--- src/rtl/alu_pkg.sv ---
// Shared definitions for the sequential balance-controller ALU: FSM states,
// default widths and the signed clamp helper used by both result paths.
package alu_pkg;

    localparam int DEF_DATA_W    = 16;
    localparam int DEF_SAT_W     = 12;
    localparam int DEF_MUL_W     = 15;
    localparam int DEF_MUL_SHIFT = 12;
    localparam int DEF_MUL_SAT_W = 15;

    typedef enum logic [1:0] {
        IDLE = 2'd0,
        MUL  = 2'd1,
        WAIT = 2'd2
    } alu_state_e;

    typedef logic signed [63:0] wide_t;

    typedef struct packed {
        wide_t value;
        logic  flag;
    } clamp_t;

    // Clamps a signed value into the range of a signed 'width'-bit number.
    function automatic clamp_t sat_clamp(input wide_t val, input int width);
        wide_t  maxV;
        wide_t  minV;
        clamp_t res;
        maxV      = (wide_t'(1) <<< (width - 1)) - wide_t'(1);
        minV      = -maxV - wide_t'(1);
        res.value = val;
        res.flag  = 1'b0;
        if (val > maxV) begin
            res.value = maxV;
            res.flag  = 1'b1;
        end else if (val < minV) begin
            res.value = minV;
            res.flag  = 1'b1;
        end
        return res;
    endfunction

endpackage

--- src/rtl/alu_mul_iter.sv ---
// Iterative unsigned shift-add multiplier: one partial product per cycle,
// product held stable with done set until the next start.
module alu_mul_iter #(
    parameter int MUL_W = 15
) (
    input  logic                 clk,
    input  logic                 rst,
    input  logic                 start,
    input  logic [MUL_W-1:0]     a,
    input  logic [MUL_W-1:0]     b,
    output logic                 busy,
    output logic                 done,
    output logic [2*MUL_W-1:0]   product
);

    localparam int CNT_W = (MUL_W > 1) ? $clog2(MUL_W) : 1;

    logic [2*MUL_W-1:0] r_mcand;
    logic [MUL_W-1:0]   r_mplier;
    logic [2*MUL_W-1:0] r_prod;
    logic [CNT_W-1:0]   r_cnt;
    logic               r_busy;
    logic               r_done;

    // Start reloads everything and clears done, so a new operation can begin
    // on the same edge a previous product was consumed.
    always_ff @(posedge clk or posedge rst) begin
        if (rst) begin
            r_mcand  <= '0;
            r_mplier <= '0;
            r_prod   <= '0;
            r_cnt    <= '0;
            r_busy   <= 1'b0;
            r_done   <= 1'b0;
        end else if (start) begin
            r_mcand  <= {{MUL_W{1'b0}}, a};
            r_mplier <= b;
            r_prod   <= '0;
            r_cnt    <= CNT_W'(MUL_W - 1);
            r_busy   <= 1'b1;
            r_done   <= 1'b0;
        end else if (r_busy) begin
            if (r_mplier[0]) begin
                r_prod <= r_prod + r_mcand;
            end
            r_mcand  <= r_mcand << 1;
            r_mplier <= r_mplier >> 1;
            if (r_cnt == '0) begin
                r_busy <= 1'b0;
                r_done <= 1'b1;
            end else begin
                r_cnt <= r_cnt - CNT_W'(1);
            end
        end
    end

    assign busy    = r_busy;
    assign done    = r_done;
    assign product = r_prod;

endmodule

--- src/rtl/alu_seq.sv ---
// Sequential ALU between the PID sequencer and the motor-drive registers:
// single-cycle add/sub path, iterative multiply path, accumulator, valid/ready.
module alu_seq
    import alu_pkg::*;
#(
    parameter int DATA_W    = DEF_DATA_W,
    parameter int SAT_W     = DEF_SAT_W,
    parameter int MUL_W     = DEF_MUL_W,
    parameter int MUL_SHIFT = DEF_MUL_SHIFT,
    parameter int MUL_SAT_W = DEF_MUL_SAT_W
) (
    input  logic              clk,
    input  logic              rst,
    input  logic              in_vld,
    output logic              in_rdy,
    input  logic [DATA_W-1:0] src1,
    input  logic [DATA_W-1:0] src0,
    input  logic              acc_sel,
    input  logic              wr_acc,
    input  logic              sub,
    input  logic              mult2,
    input  logic              mult4,
    input  logic              saturate,
    input  logic              multiply,
    output logic [DATA_W-1:0] dst,
    output logic              sat_flag,
    output logic              dst_vld,
    input  logic              dst_rdy,
    output logic [DATA_W-1:0] acc
);

    alu_state_e r_state;
    alu_state_e w_nextState;

    logic [DATA_W-1:0] r_dst;
    logic              r_satFlag;
    logic              r_dstVld;
    logic [DATA_W-1:0] r_acc;
    logic              r_mulSign;
    logic              r_mulWrAcc;

    logic              w_outFree;
    logic              w_accept;
    logic              w_addCommit;
    logic              w_mulStart;
    logic              w_mulCommit;
    logic [DATA_W-1:0] w_src1;
    logic [DATA_W-1:0] w_src0s;
    logic [DATA_W-1:0] w_addend;
    logic [DATA_W-1:0] w_sum;
    clamp_t            w_addClamp;
    logic [DATA_W-1:0] w_addResult;
    logic              w_addFlag;

    logic [MUL_W-1:0]   w_mulA;
    logic [MUL_W-1:0]   w_mulB;
    logic [MUL_W-1:0]   w_aMag;
    logic [MUL_W-1:0]   w_bMag;
    logic               w_mulBusy;
    logic               w_mulDone;
    logic [2*MUL_W-1:0] w_prodMag;
    wide_t              w_prodSigned;
    wide_t              w_prodShift;
    clamp_t             w_mulClamp;
    logic [DATA_W-1:0]  w_mulResult;

    assign w_outFree   = ~r_dstVld | dst_rdy;
    assign in_rdy      = ~rst & (r_state == IDLE) & w_outFree;
    assign w_accept    = in_vld & in_rdy;
    assign w_addCommit = w_accept & ~multiply;

    // mult2 takes priority; the shifted value simply drops its top bits.
    assign w_src1  = acc_sel ? r_acc : src1;
    assign w_src0s = mult2 ? (src0 << 1) : (mult4 ? (src0 << 2) : src0);

    assign w_addend    = sub ? (~w_src0s + DATA_W'(1)) : w_src0s;
    assign w_sum       = w_src1 + w_addend;
    assign w_addClamp  = sat_clamp(wide_t'($signed(w_sum)), SAT_W);
    assign w_addResult = saturate ? w_addClamp.value[DATA_W-1:0] : w_sum;
    assign w_addFlag   = saturate & w_addClamp.flag;

    // Magnitudes fit MUL_W unsigned bits, so the most negative operand is exact.
    assign w_mulA = w_src1[MUL_W-1:0];
    assign w_mulB = w_src0s[MUL_W-1:0];
    assign w_aMag = w_mulA[MUL_W-1] ? (~w_mulA + MUL_W'(1)) : w_mulA;
    assign w_bMag = w_mulB[MUL_W-1] ? (~w_mulB + MUL_W'(1)) : w_mulB;

    alu_mul_iter #(
        .MUL_W (MUL_W)
    ) u_mul (
        .clk     (clk),
        .rst     (rst),
        .start   (w_mulStart),
        .a       (w_aMag),
        .b       (w_bMag),
        .busy    (w_mulBusy),
        .done    (w_mulDone),
        .product (w_prodMag)
    );

    assign w_prodSigned = r_mulSign ? -wide_t'(w_prodMag) : wide_t'(w_prodMag);
    assign w_prodShift  = w_prodSigned >>> MUL_SHIFT;
    assign w_mulClamp   = sat_clamp(w_prodShift, MUL_SAT_W);
    assign w_mulResult  = w_mulClamp.value[DATA_W-1:0];

    // State register; reset mid-multiply simply drops the operation.
    always_ff @(posedge clk or posedge rst) begin
        if (rst) begin
            r_state <= IDLE;
        end else begin
            r_state <= w_nextState;
        end
    end

    // Next state, core start and multiply-result commit.
    always_comb begin
        w_nextState = r_state;
        w_mulStart  = 1'b0;
        w_mulCommit = 1'b0;
        case (r_state)
            IDLE: begin
                if (w_accept && multiply) begin
                    w_mulStart  = 1'b1;
                    w_nextState = MUL;
                end
            end
            MUL: begin
                if (w_mulDone && !w_mulBusy) begin
                    if (w_outFree) begin
                        w_mulCommit = 1'b1;
                        w_nextState = IDLE;
                    end else begin
                        w_nextState = WAIT;
                    end
                end
            end
            WAIT: begin
                if (w_outFree) begin
                    w_mulCommit = 1'b1;
                    w_nextState = IDLE;
                end
            end
            default: w_nextState = IDLE;
        endcase
    end

    // Sign and accumulator-write intent for the multiply in flight.
    always_ff @(posedge clk or posedge rst) begin
        if (rst) begin
            r_mulSign  <= 1'b0;
            r_mulWrAcc <= 1'b0;
        end else if (w_mulStart) begin
            r_mulSign  <= w_mulA[MUL_W-1] ^ w_mulB[MUL_W-1];
            r_mulWrAcc <= wr_acc;
        end
    end

    // Output register and accumulator; a new result may replace a retiring one.
    always_ff @(posedge clk or posedge rst) begin
        if (rst) begin
            r_dst     <= '0;
            r_satFlag <= 1'b0;
            r_dstVld  <= 1'b0;
            r_acc     <= '0;
        end else if (w_addCommit) begin
            r_dst     <= w_addResult;
            r_satFlag <= w_addFlag;
            r_dstVld  <= 1'b1;
            if (wr_acc) begin
                r_acc <= w_addResult;
            end
        end else if (w_mulCommit) begin
            r_dst     <= w_mulResult;
            r_satFlag <= w_mulClamp.flag;
            r_dstVld  <= 1'b1;
            if (r_mulWrAcc) begin
                r_acc <= w_mulResult;
            end
        end else if (dst_rdy) begin
            r_dstVld <= 1'b0;
        end
    end

    assign dst      = r_dst;
    assign sat_flag = r_satFlag;
    assign dst_vld  = r_dstVld;
    assign acc      = r_acc;

endmodule

--- config.mk ---
export PLATFORM = sky130hd
export DESIGN_NAME = alu_seq
export DESIGN_NICKNAME = d
export VERILOG_FILES = /design/src/rtl/alu_pkg.sv /design/src/rtl/alu_mul_iter.sv /design/src/rtl/alu_seq.sv
export SDC_FILE = /design/constraint.sdc
export NUM_CORES = 1
export LEC_CHECK = 0
export BUFFER_PORTS_ARGS = -buffer_cell sky130_fd_sc_hd__buf_2
export CAP_MARGIN = 10
export CORE_ASPECT_RATIO = 1.25
export CORE_MARGIN = 8
export CORE_UTILIZATION = 45
export CTS_BUF_LIST = sky130_fd_sc_hd__clkbuf_8
export DETAILED_ROUTE_END_ITERATION = 7
export PLACE_DENSITY = 0.71
export SETUP_SLACK_MARGIN = 0.2
export SLEW_MARGIN = 20
export SYNTH_ARGS = -nofsm -noshare
export SYNTH_HDL_FRONTEND = slang
export SYNTH_HIERARCHICAL = 1
export SYNTH_SLANG_ARGS = --single-unit
--- constraint.sdc ---
create_clock -name clk -period 5.4 [get_ports clk]
set_clock_uncertainty 0.1 [all_clocks]
set_input_delay 0.27 -clock clk [delete_from_list [all_inputs] [get_ports clk]]
set_output_delay 0.27 -clock clk [all_outputs]
set_load 0.01 [all_outputs]
== Word-level counts from Yosys, hierarchy flattened ==
Cells that the tools add are included.
Storage, ports and cells
  bits in writable memories: 0
  ROM bits: 0
  latch bits: 0
  register bits after elaboration: 119
  memories kept: 0
  input port bits: 43
  output and inout bits: 35
  word-level logic and storage cells: 109
Cells by class
  divide/modulo/power cells: 0
  bitwise logic cells: 13
  add/sub/neg operators: 7
  shifts and indexed selects: 0
  multipliers: 0
  magnitude comparators: 4
  reduce and logical (&&, ||, !) cells: 16
  eq/ne operators: 7
  mux-type cells: 49
Operators by type and width (count)
  $mux 16: 11
  $mux 30: 5
  $mux 17: 4
  $mux 64: 1
  $neg 30->64: 1
  $mux 15: 4
  $gt 52x15->1 const B: 1
  $lt 52x15->1 const B: 1
  $add 15x1->15 const B: 2
  $add 30x30->30: 1
  $not 15->15: 2
  $add 16x1->16 const B: 1
  $add 16x16->16: 1
  $gt 16x12->1 const B: 1
  $lt 16x12->1 const B: 1
  $not 16->16: 1
  $mux 1: 15
  $mux 4: 3
  $reduce_bool 2->1: 5
  $mux 2: 4
  $ne 2x2->1 const B: 3
  $pmux 2 s3: 1
  $reduce_and 2->1: 3
  $reduce_and 3->1: 2
  other kinds (14): 22

== Longest topological paths before layout ==
Gate-level depths: netlist (run 1).
  depth after elaboration: 12
  mapped depth: 26
  mapped depth without buffers: 23

== By module ==
The synthesis (run 1) kept the hierarchy.
By module, submodules not included
  alu_mul_iter: seq. area each 2026.9 um^2, cells an instance 582, area each 5113.7 um^2, times used 1
  alu_seq: seq. area each 950.9 um^2, cells an instance 645, area each 4927.2 um^2, times used 1

== Worst setup path before layout (run 1) ==
OpenSTA, ideal clock, no wires.
  kind: in2reg
  start point: input port mult2
  end point: register r_acc[7] (netlist: acc[7])
  setup time: 0.119 ns
  slack: 0.537 ns
  arrival time: 4.644 ns
  required time: 5.181 ns
  cell stages on the path: 26
  buffers on the path: 6
  cells stage by stage: clkbuf_2 -> buf_4 -> clkbuf_1 -> clkbuf_1 -> a22o_1 -> inv_1 -> ha_1 -> nand3_1 -> nor2_1 -> nand3_1 -> nand2_1 -> xor2_1 -> ha_1 -> buf_2 -> a21oi_4 -> a21oi_1 -> a211oi_1 -> a21boi_0 -> a41oi_1 -> xnor2_1 -> nand4_1 -> ha_1 -> and2_1 -> buf_1 -> nor2_1 -> o21a_1
On the way
  cells in the longest elaborated chain, start to end: 11
  elaborated cells between the ends (all ways): 12
  those cells by class: 2 x add/sub; 2 x order compare; 7 x mux; 1 x bitwise
RTL lines
  start, declared: RTL line alu_seq.sv:21  | input logic mult2,
  $mux 16 (*): RTL line alu_seq.sv:74  | assign w_src0s = mult2 ? (src0 << 1) : (mult4 ? (src0 << 2) : src0);
  $not 16->16: RTL line alu_seq.sv:76  | assign w_addend = sub ? (~w_src0s + DATA_W'(1)) : w_src0s;
  $add 16x1->16: RTL line alu_seq.sv:76
  $mux 16 (*): RTL line alu_seq.sv:76
  $add 16x16->16 (*): RTL line alu_seq.sv:77  | assign w_sum = w_src1 + w_addend;
  $lt 16x12->1: RTL line alu_pkg.sv:36  | end else if (val < minV) begin
  $mux 17: RTL line alu_pkg.sv:36
  $mux 17: RTL line alu_pkg.sv:33  | if (val > maxV) begin
  $mux 16 (*): RTL line alu_seq.sv:79  | assign w_addResult = saturate ? w_addClamp.value[DATA_W-1:0] : w_sum;
  $mux 16 (*): RTL line alu_seq.sv:169  | if (wr_acc) begin
  $mux 16 (*): RTL line alu_seq.sv:165  | end else if (w_addCommit) begin
  end signal, assigned: RTL line alu_seq.sv:170  | r_acc <= w_addResult;
  end signal, assigned: RTL line alu_seq.sv:177  | r_acc <= w_mulResult;
  end, declared: RTL line alu_seq.sv:38  | logic [DATA_W-1:0] r_acc;
Mark *: on every way between the ends. The rest lies on a longest branch, timed or not. The select of a mux whose other input is x is not followed.
A chain may end at the register's enable or synchronous reset.

== Worst setup path in the final report (run 1) ==
  start point: input port mult2
  end point: register r_dst[13] (netlist: dst[13])
On the way
  cells in the longest elaborated chain, start to end: 10
  elaborated cells between the ends (all ways): 11
  those cells by class: 2 x add/sub; 2 x order compare; 6 x mux; 1 x bitwise
RTL lines
  $mux 16 (*): RTL line alu_seq.sv:74
  $not 16->16: RTL line alu_seq.sv:76
  $add 16x1->16: RTL line alu_seq.sv:76
  $mux 16 (*): RTL line alu_seq.sv:76
  $add 16x16->16 (*): RTL line alu_seq.sv:77
  $lt 16x12->1: RTL line alu_pkg.sv:36
  $mux 17: RTL line alu_pkg.sv:36
  $mux 17: RTL line alu_pkg.sv:33
  $mux 16 (*): RTL line alu_seq.sv:79
  $mux 16 (*): RTL line alu_seq.sv:165
  end signal, assigned: RTL line alu_seq.sv:166  | r_dst <= w_addResult;
  end signal, assigned: RTL line alu_seq.sv:173  | r_dst <= w_mulResult;
  end, declared: RTL line alu_seq.sv:35  | logic [DATA_W-1:0] r_dst;
Mark *: on every way between the ends. The rest lies on a longest branch, timed or not.

==> flow_metrics.py, run 1 <==
metrics = {
    "yosys": {
        "yosys-top-cells-area": "dfrtp_1 30%, ha_1 7.0%, mux2i_1 6.7%, nand2_1 6.6%, o21ai_0 5.1%",
        "async_flop_share": 1.000,
        "synthesis.nets": 1328,
        "yosysWarnings": 6,
        "yosysSeqAreaShare": 0.2966,
        "synth_area_sq_um": 10040,
        "synth-seq-cells": 119,
        "yosysMostFrequentCell": "nand2_1",
        "yosysUniqueCellTypes": 86,
        "yosysTopAreaCell": "dfrtp_1",
        "synth_edf_count": 0,
        "synth_area_per_cell_sq_um": 8.183,
        "yosys-top-cells-count": "177 x nand2_1, 119 x dfrtp_1, 109 x nor2_1",
        "ys.flop_type": "dfrtp_1",
        "synth_top_area_frac": 0.2966,
        "syn_inst": 1227,
    },
    "critical_path": {
        "worstPathMaxFanout": 14,
        "worst_setup_path_end_kind": "flop",
        "crit_type": "input pin to flop",
        "start_kind": "input pin",
        "arrival_ns": 4.85,
        "crit_required_ns": 5.59,
    },
    "routing": {
        "vias_per_cell": 5.837,
        "drtIter0Drc": 758,
        "wl_per_cell_um": 17.81,
        "drtPass1Iterations": 6,
        "wirelength_um": 27950,
        "vias": 9158,
        "antenna_left": 0,
        "drc": 0,
    },
    "sta": {
        "hold_viol": 0,
        "rsz0062_at_grt": "no",
        "layout_setup_ws_ns": 0.7399,
        "finalCritPeriodShare": 0.8630,
        "fin_tns_setup_ns": 0,
        "fin_crit_ns": 4.660,
        "relSlewSlack": 0.2789,
        "worstMarginPinSlew_ns": 1.075,
        "whs_ns": 0.07585,
        "drv_slew": 0,
        "setup_viol": 0,
        "fmaxAchievable_ghz": 0.2146,
    },
    "cells_and_area": {
        "diodes": 0,
        "layout-drive-gt1-share": 0.1337,
        "regArea_sq_um": 2979,
        "final_nets": 1375,
        "postLayoutCoreUtil": 0.5016,
        "synthToLayoutAreaGrowth_pct": 10.18,
        "multiInputGateArea_sq_um": 6601,
        "fill_cells": 2075,
    },
    "placed_design": {
        "dp_hpwl_um": 21310,
        "dp_slack_ns": 0.3289,
        "io_buffers": 77,
        "routabilityCongestion": 0.9548,
    },
    "power": {
        "finalPower_uw": 5973,
        "p_per_area_nw_per_um2": 539.9,
        "cellLeakagePower_uw": 0.004999,
        "peakVddDrop_v": 0.0002036,
    },
    "clock_tree": {
        "htreeDepth": 4,
        "clock_path_buffers": 2,
        "ctsResizeCount": 0,
        "cts_tree": "built",
        "clk_pin_slew_ns": 0.07,
        "clkSinkCount": 119,
        "clk-insertion-delay-late_ns": 0.45,
        "cts-root-buf": "clkbuf_8",
        "cts_inserted_buffers": 17,
    },
    "floorplanning": {
        "pin_count": 78,
        "start_util": 0.4552,
        "die_area_sq_um": 27380,
        "core_area_sq_um": 22060,
        "die_width_um": 149.6,
        "rows": 61,
        "dieHeight_um": 183.0,
    },
    "global_route": {
        "grt.total_usage": 0.2052,
        "grt_max_degree": 84,
        "overflow": 0,
        "grt_pass1_wl_um": 45510,
        "antenna_found_initial": 0,
        "grt_pass1_vias": 8981,
    },
    "outcome": {
        "status": "finished, final reports clean",
    },
    "min_path": {
        "hp-class": "input pin to flop",
    },
    "flow_run": {
        "maxCapViolCount": 0,
    },
}
==> sequential cells by signal (all words and copies together) (netlist names) <==
signal,flops
r_mulWrAcc,1
u_mul/r_cnt,4
acc,16
dst_vld,1
u_mul/r_mplier,15
r_mulSign,1
u_mul/product,30
dst,16
sat_flag,1
r_state,2
u_mul/busy,1
u_mul/done,1
u_mul/r_mcand,30
==> what timing repair did <==
action | CTS | global route
hold endpoints to repair | 45 | 0
setup buffers | 0 | 0
hold buffers | 2 | 0
==> worst max-delay path: stages <==
cell and delay [ns]:
buf_2 0.22, nor2_1 0.09, a22o_1 0.22, inv_1 0.07, ha_1 0.18, nand3_1 0.11, nor2_1 0.18, buf_4 0.14
and3_1 0.21, nor2_1 0.07, xnor2_1 0.26, ha_1 0.36, nand2_1 0.13, a21oi_1 0.05, a211oi_1 0.26, nand2_1 0.10
xnor2_1 0.22, o21ai_0 0.41, a2111oi_4 0.16, o31ai_2 0.93, o21ai_0 0.21
==> stage by stage <==
stage / cells / area (sq um)
6_report: 1569 / 11060
3_3_place_gp: 1536 / 10630
3_5_place_dp: 1536 / 10630
5_1_grt: 1569 / 11060
2_1_floorplan: 1227 / 10040
4_1_cts: 1569 / 11060
==> cells in the final DEF (no fill, tap or decap), types with 5 or more instances in the layout <==
master	instances
o21ai_1	14
o21ai_0	102
nor3_1	15
o211ai_1	18
buf_4	19
a211oi_1	11
o31ai_1	8
xor2_1	24
nor2b_1	8
xnor2_1	58
nand4_1	12
nand2_1	177
a21o_1	6
nor2_1	109
nand3b_1	5
nand3_1	29
ha_1	56
clkbuf_8	17
o22a_1	9
nand2b_1	7
mux2i_1	67
dfrtp_1	118
o22ai_1	6
clkinv_2	5
inv_1	42
or3_1	12
a21oi_1	77
buf_2	77
and2_1	7
nor4_1	10
mux2_2	13
o21bai_1	6
and3_1	10
a31oi_1	10
o21a_1	21
nor3b_1	6
==> power breakdown <==
group | leakage [uW] | internal (uW) | total, uW | switching [uW]
Clock | 0.000209 | 496 | 881 | 385
Combinational | 0.00329 | 1400 | 3430 | 2030
Sequential | 0.00150 | 1260 | 1660 | 401
Total | 0.00500 | 3160 | 5970 | 2810
==> final cells by class <==
type	count	share of cell area
Clock buffer	17	0.02115
Clock inverter	14	0.01663
Inverter	43	0.01470
Multi-Input combinational cell	995	0.5967
Sequential cell	119	0.2693
Tap cell	283	0.03201
Timing Repair Buffer	98	0.04954
==> routing by layer <==
layer | GRT usage | up-vias | routed length [um]
li1 | - | 4488 | -
met1 | 0.2516 | 4335 | 12140
met2 | 0.3498 | 280 | 13740
met3 | 0.02515 | 55 | 1064
met4 | 0.09794 | 0 | 1005
met5 | 0 | - | 0
==> kinds of logic (layout without fill, tap and decap cells) <==
family,Yosys count,in the layout,synth area share
DFF,119,119,0.2966
xor gates and xnor gates,82,82,0.07153
muxes,84,84,0.08885
buffers and inverters,113,172,0.04648
and+or+nand+nor,430,430,0.2004
AOI/OAI and AO/OA,341,341,0.2224
adders and majority gates,58,58,0.07377
==> worst paths after layout <==
| check | to | start | cells past startpoint | slack [ns] |
|---|---|---|---|---|
| max | dst[13] | mult2 | 21 | 0.74 |
| min | dst_vld | dst_rdy | 3 | 0.08 |
| max reg2reg | dst[13] | acc[2] | 12 | 1.00 |
| min reg2reg | r_mulWrAcc | r_mulWrAcc | 1 | 0.42 |
| max in group asynchronous | u_mul/r_mcand[9] | rst | 4 | 3.91 |
| min in group asynchronous | u_mul/busy | rst | 3 | 0.12 |
Power figures use the tool's default switching activity.
==> run 2, diff against run 1 <==
- CORE_MARGIN: 8 -> 2
==> run 2 against run 1 <==
Net effect: clock power grew 5.8%; combinational power is essentially flat; count of clock-buffer cells in the layout grew 1; non-clock buffer count shrank 3; via count shrank 0.11%; critical endpoint unchanged; setup slack lost 0.025 ns; critical path depth shrank 2; worst hold slack lost 0.025 ns; maximum frequency shrank 0.53%; sequential power is essentially flat; routed wire length shrank 2.3%; total power grew 0.62%.
==> flow_metrics.py, run 2 (same netlist as run 1, synthesis figures left out) <==
metrics = {
    "outcome": {
        "status": "finished, final reports clean",
    },
    "clock_tree": {
        "cts_tree": "built",
        "cts-root-buf": "clkbuf_8",
        "htreeDepth": 4,
        "cts_inserted_buffers": 17,
        "ctsResizeCount": 0,
        "clkSinkCount": 119,
        "clock_path_buffers": 2,
        "clk_pin_slew_ns": 0.10,
        "clk-insertion-delay-late_ns": 0.45,
    },
    "routing": {
        "vias_per_cell": 5.842,
        "drtPass1Iterations": 6,
        "drtIter0Drc": 848,
        "wirelength_um": 27320,
        "antenna_left": 0,
        "wl_per_cell_um": 17.45,
        "vias": 9148,
        "drc": 0,
    },
    "global_route": {
        "grt_max_degree": 74,
        "grt_pass1_wl_um": 43630,
        "grt.total_usage": 0.2347,
        "overflow": 0,
        "grt_pass1_vias": 8477,
        "antenna_found_initial": 0,
    },
    "placed_design": {
        "routabilityCongestion": 0.9283,
        "io_buffers": 77,
        "dp_hpwl_um": 20540,
        "place_area_sq_um": 10600,
    },
    "floorplanning": {
        "rows": 61,
        "die_area_sq_um": 23530,
        "die_width_um": 137.6,
        "pin_count": 78,
        "start_util": 0.4552,
        "core_area_sq_um": 22060,
        "dieHeight_um": 171.0,
    },
    "critical_path": {
        "start_kind": "input pin",
        "critPathMaxStageDelay_ns": 0.92,
        "arrival_ns": 4.88,
        "worst_setup_path_end_kind": "flop",
        "path_cells": "buf_2 > buf_4 > nor2_1 > a21oi_1 > nand2_1 > nor2_1 > nand3_1 > nand2_1 > xor2_1 > ha_1 > a21oi_4 > a21oi_1 > a211oi_1 > nand2_1 > xnor2_1 > o21ai_0 > a2111oi_4 > o31ai_2 > o21ai_0",
        "crit_type": "input pin to flop",
        "crit_required_ns": 5.59,
        "cp_slowest_cell": "o31ai_2",
        "path_common_cell": "nand2_1",
        "worstPathMaxFanout": 28,
    },
    "sta": {
        "finalCritPeriodShare": 0.8676,
        "relSlewSlack": 0.2986,
        "drv_slew": 0,
        "hold_viol": 0,
        "setup_viol": 0,
        "fmaxAchievable_ghz": 0.2134,
        "fin_crit_ns": 4.685,
        "rsz0062_at_grt": "no",
        "worstMarginPinSlew_ns": 1.046,
        "fin_tns_setup_ns": 0,
    },
    "power": {
        "cellLeakagePower_uw": 0.005000,
        "p_per_area_nw_per_um2": 542.6,
        "peakVddDrop_v": 0.0002803,
        "intPower_uw": 3178,
        "p_comb_frac": 0.570,
        "clock_power_share": 0.155,
        "seqPwrFrac": 0.275,
        "switching_power_uw": 2832,
        "swShare": 0.4712,
    },
    "cells_and_area": {
        "final_cell_mix": "177 x nand2_1, 118 x dfrtp_1, 109 x nor2_1",
        "layout-drive-gt1-share": 0.1325,
        "synthToLayoutAreaGrowth_pct": 10.29,
        "final_nets": 1372,
        "final_common_cell": "nand2_1",
        "fill_cells": 2095,
        "postLayoutCellArea_sq_um": 11070,
        "diodes": 0,
    },
    "min_path": {
        "hp-class": "input pin to flop",
    },
    "flow_run": {
        "maxCapViolCount": 0,
    },
}
-- run 2: final cells by class --
| cell class | instances | area, sq um | area share |
|---|---|---|---|
| multi-input cells | 995 | 6610 | 0.5969 |
| clock inverters | 13 | 195.2 | 0.01763 |
| well taps | 283 | 354.1 | 0.03197 |
| flip-flops and latches | 119 | 2979 | 0.2690 |
| clock buffers | 18 | 247.7 | 0.02237 |
| repair buffers | 95 | 525.5 | 0.04745 |
| inverters | 43 | 162.7 | 0.01469 |
-- run 2: timing repair --
action	4_1_cts	5_1_grt
hold buffers	2	0
hold endpoints to repair	63	0
setup buffers	0	0
-- run 2: metal layers --
| metal | share of wire | track usage | up-vias |
|---|---|---|---|
| li1 | - | - | 4489 |
| met4 | 0.033 | 0.09144 | 0 |
| met1 | 0.44 | 0.3035 | 4344 |
| met5 | 0 | 0 | - |
| met2 | 0.48 | 0.3967 | 264 |
| met3 | 0.046 | 0.02904 | 51 |
-- run 2: final timing paths --
| path | startpoint | endpoint | slack, ns | depth (start not counted) |
|---|---|---|---|---|
| worst max-delay path | mult2 | dst[13] | 0.71 | 19 |
| worst min-delay path | dst_rdy | dst_vld | 0.05 | 3 |
| worst max register to register | acc[2] | dst[13] | 0.98 | 12 |
| worst min register to register | r_mulWrAcc | r_mulWrAcc | 0.42 | 1 |
| max in group asynchronous | rst | u_mul/r_mcand[10] | 3.80 | 4 |
| min in group asynchronous | rst | u_mul/r_mcand[23] | 0.30 | 3 |
-- run 2: power by group through the flow --
stage	logic, uW	registers, uW	clock network, uW
after global routing	3810	1690	979
after floorplan	2620	1550	0
after detailed placement	3380	1660	0
after CTS	3400	1650	940
after global placement	3320	1650	0
final	3420	1650	932
-- run 2: through the flow --
step	utilization	std cells	setup WS, ns	hold WS [ns]	power, uW
finish	0.5021	1566	0.7149	0.05082	6009
global route	0.5021	1566	0.3033	0.07175	6479
CTS	0.5017	1566	0.7666	0.03501	5988
global placement	0.4807	1533	0.4052	0.1898	4973
detailed placement	0.4807	1533	0.2990	0.1933	5039
floorplan	-	1227	0.5368	0.3151	4172
-- run 2: worst max-delay path, delay by kind of cell --
kind | cells | cell delay [ns]
buffers and inverters | 2 | 0.43
and+or+nand+nor | 6 | 0.75
adders and majority gates | 1 | 0.42
AOI/OAI and AO/OA | 8 | 2.61
xor gates and xnor gates | 2 | 0.39
==> run 3, diff against run 2 <==
- PLACE_DENSITY: 0.71 -> not set
- PLACE_DENSITY_LB_ADDON: not set -> 0.2
==> run 3 against run 2 <==
Net effect: setup slack worse by 0.093 ns; critical path depth up 1; sequential share of layout area about the same; combinational power up 1%; maximum frequency down 2.0%.
==> flow_metrics.py, run 3 (same netlist as run 1, synthesis figures left out) <==
metrics = {
    "global_route": {
        "antenna_found_initial": 0,
        "grt_max_degree": 79,
        "grt_pass1_wl_um": 44930,
        "grt.total_usage": 0.2453,
        "overflow": 0,
        "grt_pass1_vias": 8437,
    },
    "critical_path": {
        "crit_path_start": "mult4",
        "path_depth": 20,
        "arrival_ns": 4.97,
        "cp_slowest_cell": "o31ai_2",
        "cp_top_family": "compound AO/OA/AOI/OAI gates",
        "worst_setup_path_end_kind": "flop",
        "r2r-end": "acc[11]",
        "crit_required_ns": 5.59,
        "critPathMaxStageDelay_ns": 1.06,
        "worstRegToRegCells": 12,
        "r2r_setup_slack_ns": 0.75,
        "endpoint": "acc[11]",
        "regToRegStartpoint": "acc[2]",
        "crit_type": "input pin to flop",
        "start_kind": "input pin",
        "path_buf_inv": 2,
        "path_cells": "buf_2 > nor2_1 > a22o_1 > inv_1 > ha_1 > nand3_1 > nor2_1 > nand3_1 > nand2_1 > xor2_1 > ha_1 > a21oi_4 > a21oi_1 > a211oi_1 > nand2_1 > xnor2_1 > o21ai_0 > a2111oi_4 > o31ai_2 > o21ai_0",
        "worstPathMaxFanout": 14,
    },
    "clock_tree": {
        "post_cts_buffers": 0,
        "clkSinkCount": 119,
        "cts-root-buf": "clkbuf_8",
        "cts_inserted_buffers": 17,
        "cts_tree": "built",
        "clock_path_buffers": 2,
        "clk-insertion-delay-late_ns": 0.47,
        "htreeDepth": 4,
        "ctsResizeCount": 0,
        "clk_pin_slew_ns": 0.10,
    },
    "sta": {
        "fmaxAchievable_ghz": 0.2093,
        "drv_slew": 0,
        "fin_tns_setup_ns": 0,
        "rsz0062_at_grt": "no",
        "fin_crit_ns": 4.779,
        "hold_viol": 0,
        "setup_viol": 0,
        "finalCritPeriodShare": 0.8849,
        "relSlewSlack": 0.1651,
        "worstMarginPinSlew_ns": 1.245,
        "layout_setup_ws_ns": 0.6215,
    },
    "cells_and_area": {
        "final_nets": 1373,
        "postLayoutCellArea_sq_um": 11070,
        "diodes": 0,
        "multiInputGateArea_sq_um": 6610,
        "fill_cells": 2119,
        "layout-drive-gt1-share": 0.1331,
        "synthToLayoutAreaGrowth_pct": 10.21,
        "final_cell_mix": "177 x nand2_1, 118 x dfrtp_1, 109 x nor2_1",
        "final_common_cell": "nand2_1",
        "regArea_sq_um": 2979,
    },
    "routing": {
        "vias_per_cell": 5.772,
        "drtIter0Drc": 616,
        "antenna_left": 0,
        "vias": 9050,
        "drtPass1Iterations": 5,
        "drc": 0,
        "wl_per_cell_um": 17.94,
        "wirelength_um": 28130,
    },
    "floorplanning": {
        "start_util": 0.4552,
        "die_area_sq_um": 23530,
        "dieHeight_um": 171.0,
        "die_width_um": 137.6,
        "core_area_sq_um": 22060,
        "pin_count": 78,
        "rows": 61,
    },
    "power": {
        "p_per_area_nw_per_um2": 544.1,
        "peakVddDrop_v": 0.0003177,
        "cellLeakagePower_uw": 0.004993,
        "finalPower_uw": 6021,
    },
    "placed_design": {
        "routabilityCongestion": 0.9207,
        "dp_slack_ns": 0.2042,
        "dp_hpwl_um": 21290,
        "place_area_sq_um": 10610,
        "io_buffers": 77,
    },
    "flow_run": {
        "maxCapViolCount": 0,
    },
    "outcome": {
        "status": "finished, final reports clean",
    },
    "min_path": {
        "hp-class": "input pin to flop",
    },
}
run 3: changes by cell type in the layout (fill, tap and decap cells not counted), sizes merged:
| cell | delta |
|---|---|
| buf | +1 |
| bufinv | -1 |
| clkbuf | -1 |
| clkinv | -4 |
| clkinvlp | +2 |
| inv | +5 |
run 3: how the worst min path moves through the flow:
stage / startpoint / end / cells past startpoint
after floorplan: wr_acc / acc[14] / 2
after global placement: rst / u_mul/done / 2
after detailed placement: rst / u_mul/done / 2
after CTS: dst_rdy / dst_vld / 3
after global routing: dst_rdy / dst_vld / 3
final: dst_rdy / dst_vld / 3
run 3: worst register-to-register path, stage by stage (launching register included):
cell       delay, ns
dfrtp_1         0.42
mux2i_1         0.43
inv_1           0.14
ha_1            0.42
and2b_1         0.23
o31a_1          0.27
o21a_2          0.26
a211oi_1        0.34
nor3_1          0.12
nor2_1          0.40
a2111oi_4       0.12
o31ai_2         1.06
o21ai_0         0.17
run 3: routing by layer:
metal	routed length (um)	track usage	part of all wire	vias up
met3	1069	0.03289	0.038	47
met5	0	0	0	-
met1	12780	0.3283	0.45	4303
li1	-	-	-	4480
met4	811	0.08651	0.029	0
met2	13480	0.4047	0.48	220
run 3: area by class of cell:
class | instances | area share
repair buffers | 96 | 0.04817
well taps | 283 | 0.03200
inverters | 43 | 0.01470
flip-flops and latches | 119 | 0.2692
clock inverters | 15 | 0.01741
multi-input cells | 995 | 0.5974
clock buffers | 17 | 0.02114
run 3: metrics by stage:
step | cells | utilization | hold WS (ns)
final | 1568 | 0.5017 | 0.02871
after global routing | 1568 | 0.5017 | 0.05663
after CTS | 1568 | 0.5013 | 0.02262
after detailed placement | 1534 | 0.4810 | 0.1028
after global placement | 1534 | 0.4810 | 0.1033
after floorplan | 1227 | - | 0.3151
run 3: where the power goes:
part           total, uW  internal, uW  leakage (uW)  switching (uW)
Clock                907           468      0.000213             438
Combinational       3460          1400       0.00328            2070
Sequential          1650          1260       0.00150             391
Total               6020          3120       0.00499            2900
run 3: timing repair:
action | 4_1_cts | 5_1_grt
hold endpoints to repair | 52 | 0
setup endpoints to repair | 0 | 0
hold buffers | 2 | 0
